### src/rtl/mem_bus_sched_if.sv
// Bundle of the IFU (m0), LSU (m1) and downstream AXI-lite (s) channels around the scheduler.
// The "master" modport is the scheduler's view; "slave" is the view of the masters/memory around it.
interface mem_bus_sched_if;
  logic [31:0] m0_araddr;
  logic        m0_arvalid;
  logic        m0_arready;
  logic [31:0] m0_rdata;
  logic [1:0]  m0_rresp;
  logic        m0_rvalid;
  logic        m0_rready;

  logic [31:0] m1_araddr;
  logic        m1_arvalid;
  logic        m1_arready;
  logic [31:0] m1_rdata;
  logic [1:0]  m1_rresp;
  logic        m1_rvalid;
  logic        m1_rready;
  logic [31:0] m1_awaddr;
  logic        m1_awvalid;
  logic        m1_awready;
  logic [31:0] m1_wdata;
  logic [7:0]  m1_wstrb;
  logic        m1_wvalid;
  logic        m1_wready;
  logic [1:0]  m1_bresp;
  logic        m1_bvalid;
  logic        m1_bready;

  logic [31:0] s_araddr;
  logic        s_arvalid;
  logic        s_arready;
  logic [31:0] s_rdata;
  logic [1:0]  s_rresp;
  logic        s_rvalid;
  logic        s_rready;
  logic [31:0] s_awaddr;
  logic        s_awvalid;
  logic        s_awready;
  logic [31:0] s_wdata;
  logic [7:0]  s_wstrb;
  logic        s_wvalid;
  logic        s_wready;
  logic [1:0]  s_bresp;
  logic        s_bvalid;
  logic        s_bready;

  modport master (
    input  m0_araddr, m0_arvalid, m0_rready,
    input  m1_araddr, m1_arvalid, m1_rready, m1_awaddr, m1_awvalid,
    input  m1_wdata, m1_wstrb, m1_wvalid, m1_bready,
    input  s_arready, s_rdata, s_rresp, s_rvalid, s_awready, s_wready, s_bresp, s_bvalid,
    output m0_arready, m0_rdata, m0_rresp, m0_rvalid,
    output m1_arready, m1_rdata, m1_rresp, m1_rvalid, m1_awready, m1_wready, m1_bresp, m1_bvalid,
    output s_araddr, s_arvalid, s_rready, s_awaddr, s_awvalid, s_wdata, s_wstrb, s_wvalid, s_bready
  );

  modport slave (
    output m0_araddr, m0_arvalid, m0_rready,
    output m1_araddr, m1_arvalid, m1_rready, m1_awaddr, m1_awvalid,
    output m1_wdata, m1_wstrb, m1_wvalid, m1_bready,
    output s_arready, s_rdata, s_rresp, s_rvalid, s_awready, s_wready, s_bresp, s_bvalid,
    input  m0_arready, m0_rdata, m0_rresp, m0_rvalid,
    input  m1_arready, m1_rdata, m1_rresp, m1_rvalid, m1_awready, m1_wready, m1_bresp, m1_bvalid,
    input  s_araddr, s_arvalid, s_rready, s_awaddr, s_awvalid, s_wdata, s_wstrb, s_wvalid, s_bready
  );
endinterface

### src/rtl/mem_bus_sched.sv
// Single-outstanding arbiter of IFU reads and LSU reads/writes onto one AXI-lite slave.
// Grant is a one-cycle ready pulse in IDLE; responses pass through combinationally; optional SLVERR timeout.
module mem_bus_sched #(
  parameter logic [7:0] TIMEOUT = 8'd255
) (
  input  logic clk,
  input  logic rst,
  mem_bus_sched_if.master bus,
  output logic timeout_flag
);
  typedef enum logic [1:0] {IDLE, RD0, RD1, WR1} state_t;

  state_t      state;
  logic        last_m1;
  logic [7:0]  cnt;
  logic [7:0]  cnt_inc;
  logic        ar_vld;
  logic        aw_vld;
  logic        w_vld;
  logic [31:0] araddr_q;
  logic [31:0] awaddr_q;
  logic [31:0] wdata_q;
  logic [7:0]  wstrb_q;

  logic m1_wr_req, m1_req, gnt_m0, gnt_m1, gnt_wr, gnt_rd1;
  logic to_hit, m0_rv, m1_rv, m1_bv, resp_done;

  always_comb begin
    m1_wr_req = bus.m1_awvalid && bus.m1_wvalid;
    m1_req    = m1_wr_req || bus.m1_arvalid;
    // IFU wins a tie only if the LSU was granted last
    gnt_m0    = rst && (state == IDLE) && bus.m0_arvalid && (!m1_req || last_m1);
    gnt_m1    = rst && (state == IDLE) && m1_req && !gnt_m0;
    gnt_wr    = gnt_m1 && m1_wr_req;
    gnt_rd1   = gnt_m1 && !m1_wr_req;
    to_hit    = (TIMEOUT != 8'd0) && (state != IDLE) && (cnt == TIMEOUT);
    cnt_inc   = cnt + 8'd1;
    m0_rv     = rst && (state == RD0) && (to_hit || bus.s_rvalid);
    m1_rv     = rst && (state == RD1) && (to_hit || bus.s_rvalid);
    m1_bv     = rst && (state == WR1) && (to_hit || bus.s_bvalid);
    resp_done = (m0_rv && bus.m0_rready) || (m1_rv && bus.m1_rready) || (m1_bv && bus.m1_bready);
  end

  assign bus.m0_arready = gnt_m0;
  assign bus.m1_arready = gnt_rd1;
  assign bus.m1_awready = gnt_wr;
  assign bus.m1_wready  = gnt_wr;

  assign bus.m0_rvalid  = m0_rv;
  assign bus.m0_rdata   = to_hit ? 32'h0 : bus.s_rdata;
  assign bus.m0_rresp   = to_hit ? 2'b10 : bus.s_rresp;
  assign bus.m1_rvalid  = m1_rv;
  assign bus.m1_rdata   = to_hit ? 32'h0 : bus.s_rdata;
  assign bus.m1_rresp   = to_hit ? 2'b10 : bus.s_rresp;
  assign bus.m1_bvalid  = m1_bv;
  assign bus.m1_bresp   = to_hit ? 2'b10 : bus.s_bresp;

  // IDLE keeps both response readies high so stale slave responses are drained
  assign bus.s_rready = (state == IDLE) || ((state == RD0) && bus.m0_rready) ||
                        ((state == RD1) && bus.m1_rready);
  assign bus.s_bready = (state == IDLE) || ((state == WR1) && bus.m1_bready);

  assign bus.s_araddr  = araddr_q;
  assign bus.s_arvalid = ar_vld;
  assign bus.s_awaddr  = awaddr_q;
  assign bus.s_awvalid = aw_vld;
  assign bus.s_wdata   = wdata_q;
  assign bus.s_wstrb   = wstrb_q;
  assign bus.s_wvalid  = w_vld;

  always_ff @(posedge clk) begin
    if (!rst) begin
      state        <= IDLE;
      last_m1      <= 1'b0;
      cnt          <= 8'h0;
      timeout_flag <= 1'b0;
      ar_vld       <= 1'b0;
      aw_vld       <= 1'b0;
      w_vld        <= 1'b0;
      araddr_q     <= 32'h0;
      awaddr_q     <= 32'h0;
      wdata_q      <= 32'h0;
      wstrb_q      <= 8'h0;
    end else begin
      case (state)
        IDLE: begin
          cnt <= 8'h0;
          if (gnt_m0) begin
            state    <= RD0;
            araddr_q <= bus.m0_araddr;
            ar_vld   <= 1'b1;
            last_m1  <= 1'b0;
          end else if (gnt_rd1) begin
            state    <= RD1;
            araddr_q <= bus.m1_araddr;
            ar_vld   <= 1'b1;
            last_m1  <= 1'b1;
          end else if (gnt_wr) begin
            state    <= WR1;
            awaddr_q <= bus.m1_awaddr;
            wdata_q  <= bus.m1_wdata;
            wstrb_q  <= bus.m1_wstrb;
            aw_vld   <= 1'b1;
            w_vld    <= 1'b1;
            last_m1  <= 1'b1;
          end
        end
        default: begin
          if (resp_done) begin
            // a response may beat the request handshake; drop any pending slave valids
            state  <= IDLE;
            cnt    <= 8'h0;
            ar_vld <= 1'b0;
            aw_vld <= 1'b0;
            w_vld  <= 1'b0;
          end else begin
            if (ar_vld && bus.s_arready) ar_vld <= 1'b0;
            if (aw_vld && bus.s_awready) aw_vld <= 1'b0;
            if (w_vld && bus.s_wready)   w_vld  <= 1'b0;
            if ((TIMEOUT == 8'd0) || (cnt != TIMEOUT)) cnt <= cnt_inc;
            // counter about to reach the limit: abandon the slave and arm the error response
            if ((TIMEOUT != 8'd0) && (cnt != TIMEOUT) && (cnt_inc == TIMEOUT)) begin
              timeout_flag <= 1'b1;
              ar_vld       <= 1'b0;
              aw_vld       <= 1'b0;
              w_vld        <= 1'b0;
            end
          end
        end
      endcase
    end
  end
endmodule

### src/flat_wrapper.sv
// flat-port wrapper written by rule: the top's interface ports become plain ports
module mem_bus_sched_flat 
#(
  parameter logic [7:0] TIMEOUT = 8'd255
)
  (clk, rst, timeout_flag, bus_m0_araddr, bus_m0_arvalid, bus_m0_rready, bus_m1_araddr, bus_m1_arvalid, bus_m1_rready, bus_m1_awaddr, bus_m1_awvalid, bus_m1_wdata, bus_m1_wstrb, bus_m1_wvalid, bus_m1_bready, bus_s_arready, bus_s_rdata, bus_s_rresp, bus_s_rvalid, bus_s_awready, bus_s_wready, bus_s_bresp, bus_s_bvalid, bus_m0_arready, bus_m0_rdata, bus_m0_rresp, bus_m0_rvalid, bus_m1_arready, bus_m1_rdata, bus_m1_rresp, bus_m1_rvalid, bus_m1_awready, bus_m1_wready, bus_m1_bresp, bus_m1_bvalid, bus_s_araddr, bus_s_arvalid, bus_s_rready, bus_s_awaddr, bus_s_awvalid, bus_s_wdata, bus_s_wstrb, bus_s_wvalid, bus_s_bready);
  mem_bus_sched_if bus_i ();
  input  logic clk;
  input  logic rst;
  output logic timeout_flag;
  input wire logic [$bits(bus_i.m0_araddr)-1:0] bus_m0_araddr;
  input wire logic [$bits(bus_i.m0_arvalid)-1:0] bus_m0_arvalid;
  input wire logic [$bits(bus_i.m0_rready)-1:0] bus_m0_rready;
  input wire logic [$bits(bus_i.m1_araddr)-1:0] bus_m1_araddr;
  input wire logic [$bits(bus_i.m1_arvalid)-1:0] bus_m1_arvalid;
  input wire logic [$bits(bus_i.m1_rready)-1:0] bus_m1_rready;
  input wire logic [$bits(bus_i.m1_awaddr)-1:0] bus_m1_awaddr;
  input wire logic [$bits(bus_i.m1_awvalid)-1:0] bus_m1_awvalid;
  input wire logic [$bits(bus_i.m1_wdata)-1:0] bus_m1_wdata;
  input wire logic [$bits(bus_i.m1_wstrb)-1:0] bus_m1_wstrb;
  input wire logic [$bits(bus_i.m1_wvalid)-1:0] bus_m1_wvalid;
  input wire logic [$bits(bus_i.m1_bready)-1:0] bus_m1_bready;
  input wire logic [$bits(bus_i.s_arready)-1:0] bus_s_arready;
  input wire logic [$bits(bus_i.s_rdata)-1:0] bus_s_rdata;
  input wire logic [$bits(bus_i.s_rresp)-1:0] bus_s_rresp;
  input wire logic [$bits(bus_i.s_rvalid)-1:0] bus_s_rvalid;
  input wire logic [$bits(bus_i.s_awready)-1:0] bus_s_awready;
  input wire logic [$bits(bus_i.s_wready)-1:0] bus_s_wready;
  input wire logic [$bits(bus_i.s_bresp)-1:0] bus_s_bresp;
  input wire logic [$bits(bus_i.s_bvalid)-1:0] bus_s_bvalid;
  output wire logic [$bits(bus_i.m0_arready)-1:0] bus_m0_arready;
  output wire logic [$bits(bus_i.m0_rdata)-1:0] bus_m0_rdata;
  output wire logic [$bits(bus_i.m0_rresp)-1:0] bus_m0_rresp;
  output wire logic [$bits(bus_i.m0_rvalid)-1:0] bus_m0_rvalid;
  output wire logic [$bits(bus_i.m1_arready)-1:0] bus_m1_arready;
  output wire logic [$bits(bus_i.m1_rdata)-1:0] bus_m1_rdata;
  output wire logic [$bits(bus_i.m1_rresp)-1:0] bus_m1_rresp;
  output wire logic [$bits(bus_i.m1_rvalid)-1:0] bus_m1_rvalid;
  output wire logic [$bits(bus_i.m1_awready)-1:0] bus_m1_awready;
  output wire logic [$bits(bus_i.m1_wready)-1:0] bus_m1_wready;
  output wire logic [$bits(bus_i.m1_bresp)-1:0] bus_m1_bresp;
  output wire logic [$bits(bus_i.m1_bvalid)-1:0] bus_m1_bvalid;
  output wire logic [$bits(bus_i.s_araddr)-1:0] bus_s_araddr;
  output wire logic [$bits(bus_i.s_arvalid)-1:0] bus_s_arvalid;
  output wire logic [$bits(bus_i.s_rready)-1:0] bus_s_rready;
  output wire logic [$bits(bus_i.s_awaddr)-1:0] bus_s_awaddr;
  output wire logic [$bits(bus_i.s_awvalid)-1:0] bus_s_awvalid;
  output wire logic [$bits(bus_i.s_wdata)-1:0] bus_s_wdata;
  output wire logic [$bits(bus_i.s_wstrb)-1:0] bus_s_wstrb;
  output wire logic [$bits(bus_i.s_wvalid)-1:0] bus_s_wvalid;
  output wire logic [$bits(bus_i.s_bready)-1:0] bus_s_bready;
  assign bus_i.m0_araddr = bus_m0_araddr;
  assign bus_i.m0_arvalid = bus_m0_arvalid;
  assign bus_i.m0_rready = bus_m0_rready;
  assign bus_i.m1_araddr = bus_m1_araddr;
  assign bus_i.m1_arvalid = bus_m1_arvalid;
  assign bus_i.m1_rready = bus_m1_rready;
  assign bus_i.m1_awaddr = bus_m1_awaddr;
  assign bus_i.m1_awvalid = bus_m1_awvalid;
  assign bus_i.m1_wdata = bus_m1_wdata;
  assign bus_i.m1_wstrb = bus_m1_wstrb;
  assign bus_i.m1_wvalid = bus_m1_wvalid;
  assign bus_i.m1_bready = bus_m1_bready;
  assign bus_i.s_arready = bus_s_arready;
  assign bus_i.s_rdata = bus_s_rdata;
  assign bus_i.s_rresp = bus_s_rresp;
  assign bus_i.s_rvalid = bus_s_rvalid;
  assign bus_i.s_awready = bus_s_awready;
  assign bus_i.s_wready = bus_s_wready;
  assign bus_i.s_bresp = bus_s_bresp;
  assign bus_i.s_bvalid = bus_s_bvalid;
  assign bus_m0_arready = bus_i.m0_arready;
  assign bus_m0_rdata = bus_i.m0_rdata;
  assign bus_m0_rresp = bus_i.m0_rresp;
  assign bus_m0_rvalid = bus_i.m0_rvalid;
  assign bus_m1_arready = bus_i.m1_arready;
  assign bus_m1_rdata = bus_i.m1_rdata;
  assign bus_m1_rresp = bus_i.m1_rresp;
  assign bus_m1_rvalid = bus_i.m1_rvalid;
  assign bus_m1_awready = bus_i.m1_awready;
  assign bus_m1_wready = bus_i.m1_wready;
  assign bus_m1_bresp = bus_i.m1_bresp;
  assign bus_m1_bvalid = bus_i.m1_bvalid;
  assign bus_s_araddr = bus_i.s_araddr;
  assign bus_s_arvalid = bus_i.s_arvalid;
  assign bus_s_rready = bus_i.s_rready;
  assign bus_s_awaddr = bus_i.s_awaddr;
  assign bus_s_awvalid = bus_i.s_awvalid;
  assign bus_s_wdata = bus_i.s_wdata;
  assign bus_s_wstrb = bus_i.s_wstrb;
  assign bus_s_wvalid = bus_i.s_wvalid;
  assign bus_s_bready = bus_i.s_bready;
  mem_bus_sched #(.TIMEOUT(TIMEOUT)) u_core (.clk(clk), .rst(rst), .bus(bus_i), .timeout_flag(timeout_flag));
endmodule
### config.mk
export PLATFORM = sky130hd
export DESIGN_NAME = mem_bus_sched_flat
export DESIGN_NICKNAME = d
export VERILOG_FILES = /design/src/rtl/mem_bus_sched_if.sv /design/src/rtl/mem_bus_sched.sv /design/src/flat_wrapper.sv
export SDC_FILE = /design/constraint.sdc
export NUM_CORES = 1
export LEC_CHECK = 0
export BUFFER_PORTS_ARGS = -buffer_cell sky130_fd_sc_hd__buf_2
export CAP_MARGIN = 20
export CORE_AREA = 2 2 143 145
export CTS_BUF_LIST = sky130_fd_sc_hd__clkbuf_4 sky130_fd_sc_hd__clkbuf_8
export CTS_CLUSTER_DIAMETER = 120
export DETAILED_ROUTE_END_ITERATION = 10
export DIE_AREA = 0 0 145 147
export PLACE_DENSITY_LB_ADDON = 0.2
export SYNTH_ARGS = -nofsm -noshare
export SYNTH_HDL_FRONTEND = slang
export SYNTH_SLANG_ARGS = --single-unit
### constraint.sdc
create_clock -name clk -period 4.6 [get_ports clk]
set_input_delay 0 -clock clk [delete_from_list [all_inputs] [get_ports clk]]
set_output_delay 0 -clock clk [all_outputs]
set_load 0.005 [all_outputs]
Word level (Yosys, flattened, before mapping)
Index checks and enable logic that the tools add are counted.
Storage, ports and cells
  register bits: 119
  bits of input ports: 186
  output and inout port bits: 187
Cells by class
  add/sub/neg operators: 1
  equality and inequality tests: 11
  multiplexer cells: 29
  bitwise operators: 5
  reduce and logical (&&, ||, !) cells: 54
Operators by type and width (count)
  $mux W32: 3
  $logic_and A1 B1 Y1: 25
  $mux W1: 19
  $eq A8 B8 Y1 const B: 2
  $mux W2: 7
  $reduce_and A4 Y1: 3
  $reduce_bool A4 Y1: 3
  $logic_or A1 B1 Y1: 9
  $add A8 B1 Y8 const B: 1
  $ne A8 B8 Y1 const B: 1
  $reduce_and A2 Y1: 4
  $ne A2 B2 Y1 const B: 3
  $reduce_bool A2 Y1: 3
  $not A1 Y1: 5
  $eq A2 B2 Y1 const B: 2
  $ne A4 B4 Y1 const B: 1
  $logic_not A1 Y1: 3
  $ne A3 B3 Y1 const B: 1
  $reduce_and A3 Y1: 1
  $reduce_bool A3 Y1: 1
  $reduce_or A3 Y1: 1
  $eq A2 B1 Y1 const B: 1
  $logic_not A2 Y1: 1

Depth between registers and ports, before layout
  depth after elaboration: 12
  mapped depth: 9

Worst setup path after synthesis
OpenSTA, ideal clock, no wires.
  kind: reg2reg
  start: register u_core.cnt[0]
  end: register u_core.cnt[1]
  library setup time: 0.086 ns
  data arrival time: 1.687 ns
  data required time: 4.514 ns
  setup slack: 2.828 ns
  stages on the path, launching flop included: 8
  path buffers: 1
  cell sequence: dfxtp_1 -> ha_1 -> and3_1 -> buf_2 -> a32o_1 -> a21oi_1 -> nand2_2 -> a211oi_1
Between the ends
  word-level cells in the longest chain between the ends: 8
Ends and longest elaborated chain
  start: declaration: line mem_bus_sched.sv:15  | logic [7:0] cnt;
  start signal: assignment: line mem_bus_sched.sv:120  | if ((TIMEOUT == 8'd0) || (cnt != TIMEOUT)) cnt <= cnt_inc;
  $eq A8 B8 Y1: line mem_bus_sched.sv:36  | to_hit = (TIMEOUT != 8'd0) && (state != IDLE) && (cnt == TIMEOUT);
  $logic_and A1 B1 Y1: line mem_bus_sched.sv:36
  $logic_or A1 B1 Y1: line mem_bus_sched.sv:38, mem_bus_sched.sv:39
  $logic_and A1 B1 Y1 (on tied branches): line mem_bus_sched.sv:38, mem_bus_sched.sv:39
  $logic_and A1 B1 Y1: line mem_bus_sched.sv:41  | resp_done = (m0_rv && bus.m0_rready) || (m1_rv && bus.m1_rready) || (m1_bv && bus.m1_bready);
  $logic_or A1 B1 Y1 (2 in series): line mem_bus_sched.sv:41
  $reduce_or A3 Y1 (no line)
Several ways; a longest one is shown, not always the timed one.
A chain may end at the register's enable or synchronous reset.

Final worst setup path
  start: register u_core.state[1]
  end: output bus_m1_awready
Between the ends
  word-level cells in the longest chain between the ends: 7
Ends and longest elaborated chain
  start: declaration: line mem_bus_sched.sv:13  | state_t state;
  start signal: assignment: line mem_bus_sched.sv:73  | state <= IDLE;
  start signal: assignment: line mem_bus_sched.sv:89  | state <= RD0;
  start signal: assignment: line mem_bus_sched.sv:94  | state <= RD1;
  $logic_not A2 Y1 *: line mem_bus_sched.sv:32, mem_bus_sched.sv:33
  $logic_and A1 B1 Y1 *: line mem_bus_sched.sv:32, mem_bus_sched.sv:33
  $logic_and A1 B1 Y1 (2 in series): line mem_bus_sched.sv:32  | gnt_m0 = rst && (state == IDLE) && bus.m0_arvalid && (!m1_req || last_m1);
  $logic_not A1 Y1: line mem_bus_sched.sv:33  | gnt_m1 = rst && (state == IDLE) && m1_req && !gnt_m0;
  $logic_and A1 B1 Y1 *: line mem_bus_sched.sv:33
  $logic_and A1 B1 Y1 *: line mem_bus_sched.sv:34  | gnt_wr = gnt_m1 && m1_wr_req;
  end: declaration: line flat_wrapper.sv:39  | output wire logic [$bits(bus_i.m1_awready)-1:0] bus_m1_awready;
Every way passes the cells marked *; elsewhere a longest branch is shown, timed or not.

==> results.md <==
* Max Fclk at 363 MHz
* Min Tclk post-route at 2.75 ns
* Critical R2R Capture: u_core.bus.s_wdata[15]
* Sequential fraction of the synthesis area at 45.4%
* Total power at 2660 uW
* Final HPWL from detailed placement at 13.1 mm
* Count leader, synth: nand2_1
* CP Class: register to output port
* DRC errors left at 0
* Sink Count at 119
* Die Width at 145 um
* Global-route wire length before repair at 30.4 mm
* Slew Viols, Final at 0
* FF-to-FF setup slack at 2.06 ns
* Crit start category: register
* Net Count, Synth at 830
* Top_reg_cell synth: dfxtp_1
* CP max stage delay at 0.55 ns
* N_diodes at 0
* Vias per cell at 4.32
* Synth top area share at 45.4%
* RSZ-0062 raised after global routing: false
* Largest net degree at the start of global routing at 73
* Max rail drop VDD at 0.222 mV
* Fin. Hold Viols at 0
* Number of global-route vias before repair at 5,873
* # Post-CTS Setup Buffers at 0
* Vias at 5,994
* Initial Utilization at 26.5%
* Crit share post-route at 59.8%
* Yosys cell types at 40
* Worst R2R Start: u_core.state[1]
* Port Buffers at 372
* Synth top cells by count: nand2_1 (152), dfxtp_1 (119), a21oi_1 (80), nor2_1 (46), buf_4 (36)
* Total negative slack at 0 ns
* GRT Total Usage at 17.8%
* Largest area contributor in the netlist: dfxtp_1
* Synthesized netlist cell count at 642
* Max clock buf depth at 2
* Core Rows at 52
* CP startpoint: u_core.state[1]
* Number of CTS-inserted buffers at 17
* # hold bufs at CTS at 142
* Power per cell area at 301 nW/um^2
* Finish-stage setup viols at 0
* DR iter-0 viols at 157
* Maximum fanout along the worst path at 42
* H-tree depth at 4
* Synth async-reset ratio at 0%
* Critical path cell sequence: nor3b_4 -> nand4_4 -> inv_2 -> buf_4 -> buf_2
* Grt total ovfl at 0
* Core ar. at 19,800 um^2
* Top-Level Pins at 373
* Number of synthesized register bits at 119
* WP data arrival at 2.75 ns
* Gpl congestion at 0.742
* FF-to-FF path depth at 6
* Average wire per standard cell at 14.1 um
* Max-slew headroom at 34.8%
* Share of post-route cells with drive strength above 1 at 37.5%
* Critical-path top delay cell: inv_2
* Synth warn at 0
* Die area at 21,300 um^2
* CP endpoint kind: output port
* Setup crit end: bus_m1_awready
* Status: finished, final reports clean
* Total wire length at 19.5 mm
* # resized after CTS at 0
* Drt first pass iters at 4
* Area of the mapped netlist at 5250 um^2
* Max-Cap Viols at 0
* Initial antenna violation count at 0
* Worst-Skew Late Latency at 0.43 ns
* Setup WS pre-CTS at 2.11 ns
* DIE HEIGHT at 147 um
* LEAKAGE at 0.00438 uW
* Post-synth EDFFs at 0
* Final worst slack at 1.85 ns
* Final #Nets at 1,291
* TritonCTS clock tree: built
* Syn-to-layout area delta at 68.1%
* Final ANT Viol Nets at 0
* Final setup skew at 0.00953 ns
* Worst Tran Pin Value at 0.978 ns
* Hold Path Class: input port to register
* Reg clk slew, reported paths at 0.08 ns
* Area contributors post-synth: dfxtp_1 (45%), nand2_1 (11%), a21oi_1 (7.6%)
* Req. time, crit path at 4.60 ns
* Root Driver: clkbuf_8
* Mean Syn Cell Area at 8.18 um^2
==> registers in the layout, summed over array words and instances (netlist names) <==
name,count
u_core.bus.s_araddr,32
u_core.state,2
u_core.cnt,8
u_core.timeout_flag,1
u_core.bus.s_awaddr,32
u_core.bus.s_awvalid,1
u_core.bus.s_wstrb,8
u_core.last_m1,1
u_core.bus.s_arvalid,1
u_core.bus.s_wdata,32
u_core.bus.s_wvalid,1
==> through the flow <==
stage               std cells  area [um^2]  hold slack, ns  utilization [%]
CTS                      1386         8830         0.00683             44.5
finish                   1386         8830          0.0407             44.5
floorplan                 642         5250          0.0879                -
global route             1386         8830          0.0398             44.5
global placement         1212         7020           0.241             35.4
detailed placement       1212         7020           0.246             35.4
==> logic make-up (layout without fill, tap and decap cells) <==
group,after synthesis,count (layout),synth area share [%]
buffers and inverters,86,560,9.74
AO/OA/AOI/OAI,132,132,14.8
adder cells (fa/ha/maj),2,2,0.476
flip-flops,119,119,45.4
XOR/XNOR,3,3,0.500
multiplexers,33,33,6.29
AND/OR/NAND/NOR,267,267,22.8
==> worst min-delay path by stage <==
stage	endpoint	slack [ns]	depth (start not counted)	startpoint
global route	u_core.state[1]	0.04	3	bus_m1_awvalid
floorplan	bus_m1_bresp[1]	0.09	1	bus_s_bresp[1]
finish	u_core.timeout_flag	0.04	5	bus_m1_rready
CTS	u_core.timeout_flag	0.007	5	bus_m1_rready
global placement	u_core.bus.s_wdata[23]	0.24	3	bus_m1_wdata[23]
detailed placement	u_core.bus.s_wdata[22]	0.25	3	bus_m1_wdata[22]
==> critical path, delay by kind of cell, from the launching register on <==
family / cells / cell delay [ns]
buffers and inverters: 3 / 1.22
flip-flops: 1 / 0.46
AND/OR/NAND/NOR: 2 / 0.62
==> power breakdown <==
| part | total (uW) | internal, uW | switching [uW] |
|---|---|---|---|
| Combinational | 558 | 309 | 249 |
| Sequential | 1140 | 1100 | 45.7 |
| Clock | 958 | 457 | 501 |
| Total | 2660 | 1860 | 795 |
==> layout make-up <==
type / instances / area (um^2)
fillers: 1986 / 11000
repair buffers: 520 / 3330
flip-flops and latches: 119 / 2380
multi-input cells: 437 / 2360
well taps: 270 / 338
clock buffers: 18 / 248
clock inverters: 14 / 141
inverters: 8 / 31.3
==> placed cells by master (no fill, tap or decap), drive strengths merged <==
| cell type | n |
|---|---|
| nand4 | 4 |
| a211oi | 34 |
| nand2 | 153 |
| nor3b | 2 |
| o21ai | 6 |
| clkinvlp | 3 |
| nor3 | 6 |
| a32o | 1 |
| nand2b | 1 |
| a311oi | 1 |
| nor4 | 4 |
| clkbuf | 18 |
| and4 | 1 |
| a21oi | 80 |
| dfxtp | 119 |
| a21o | 1 |
| buf | 378 |
| xnor2 | 2 |
| inv | 14 |
| nor2 | 46 |
| o22ai | 2 |
| clkinv | 4 |
| a211o | 1 |
| o22a | 3 |
| a31oi | 2 |
| and2 | 1 |
| xor2 | 1 |
| dlygate4sd3 | 142 |
| ha | 2 |
| and3 | 5 |
| mux2i | 33 |
| nand3 | 6 |
| or2 | 2 |
| bufinv | 1 |
| nor2b | 35 |
| o211ai | 1 |
| or3 | 1 |
==> metal layers <==
metal	GRT usage (%)	vias up	share of wire [%]
li1	-	3047	-
met1	17.9	2658	38
met2	33.2	249	51
met3	6.15	40	7.0
met4	8.22	0	3.9
met5	0	-	0
Note: power is estimated with default switching activity, not from simulation.
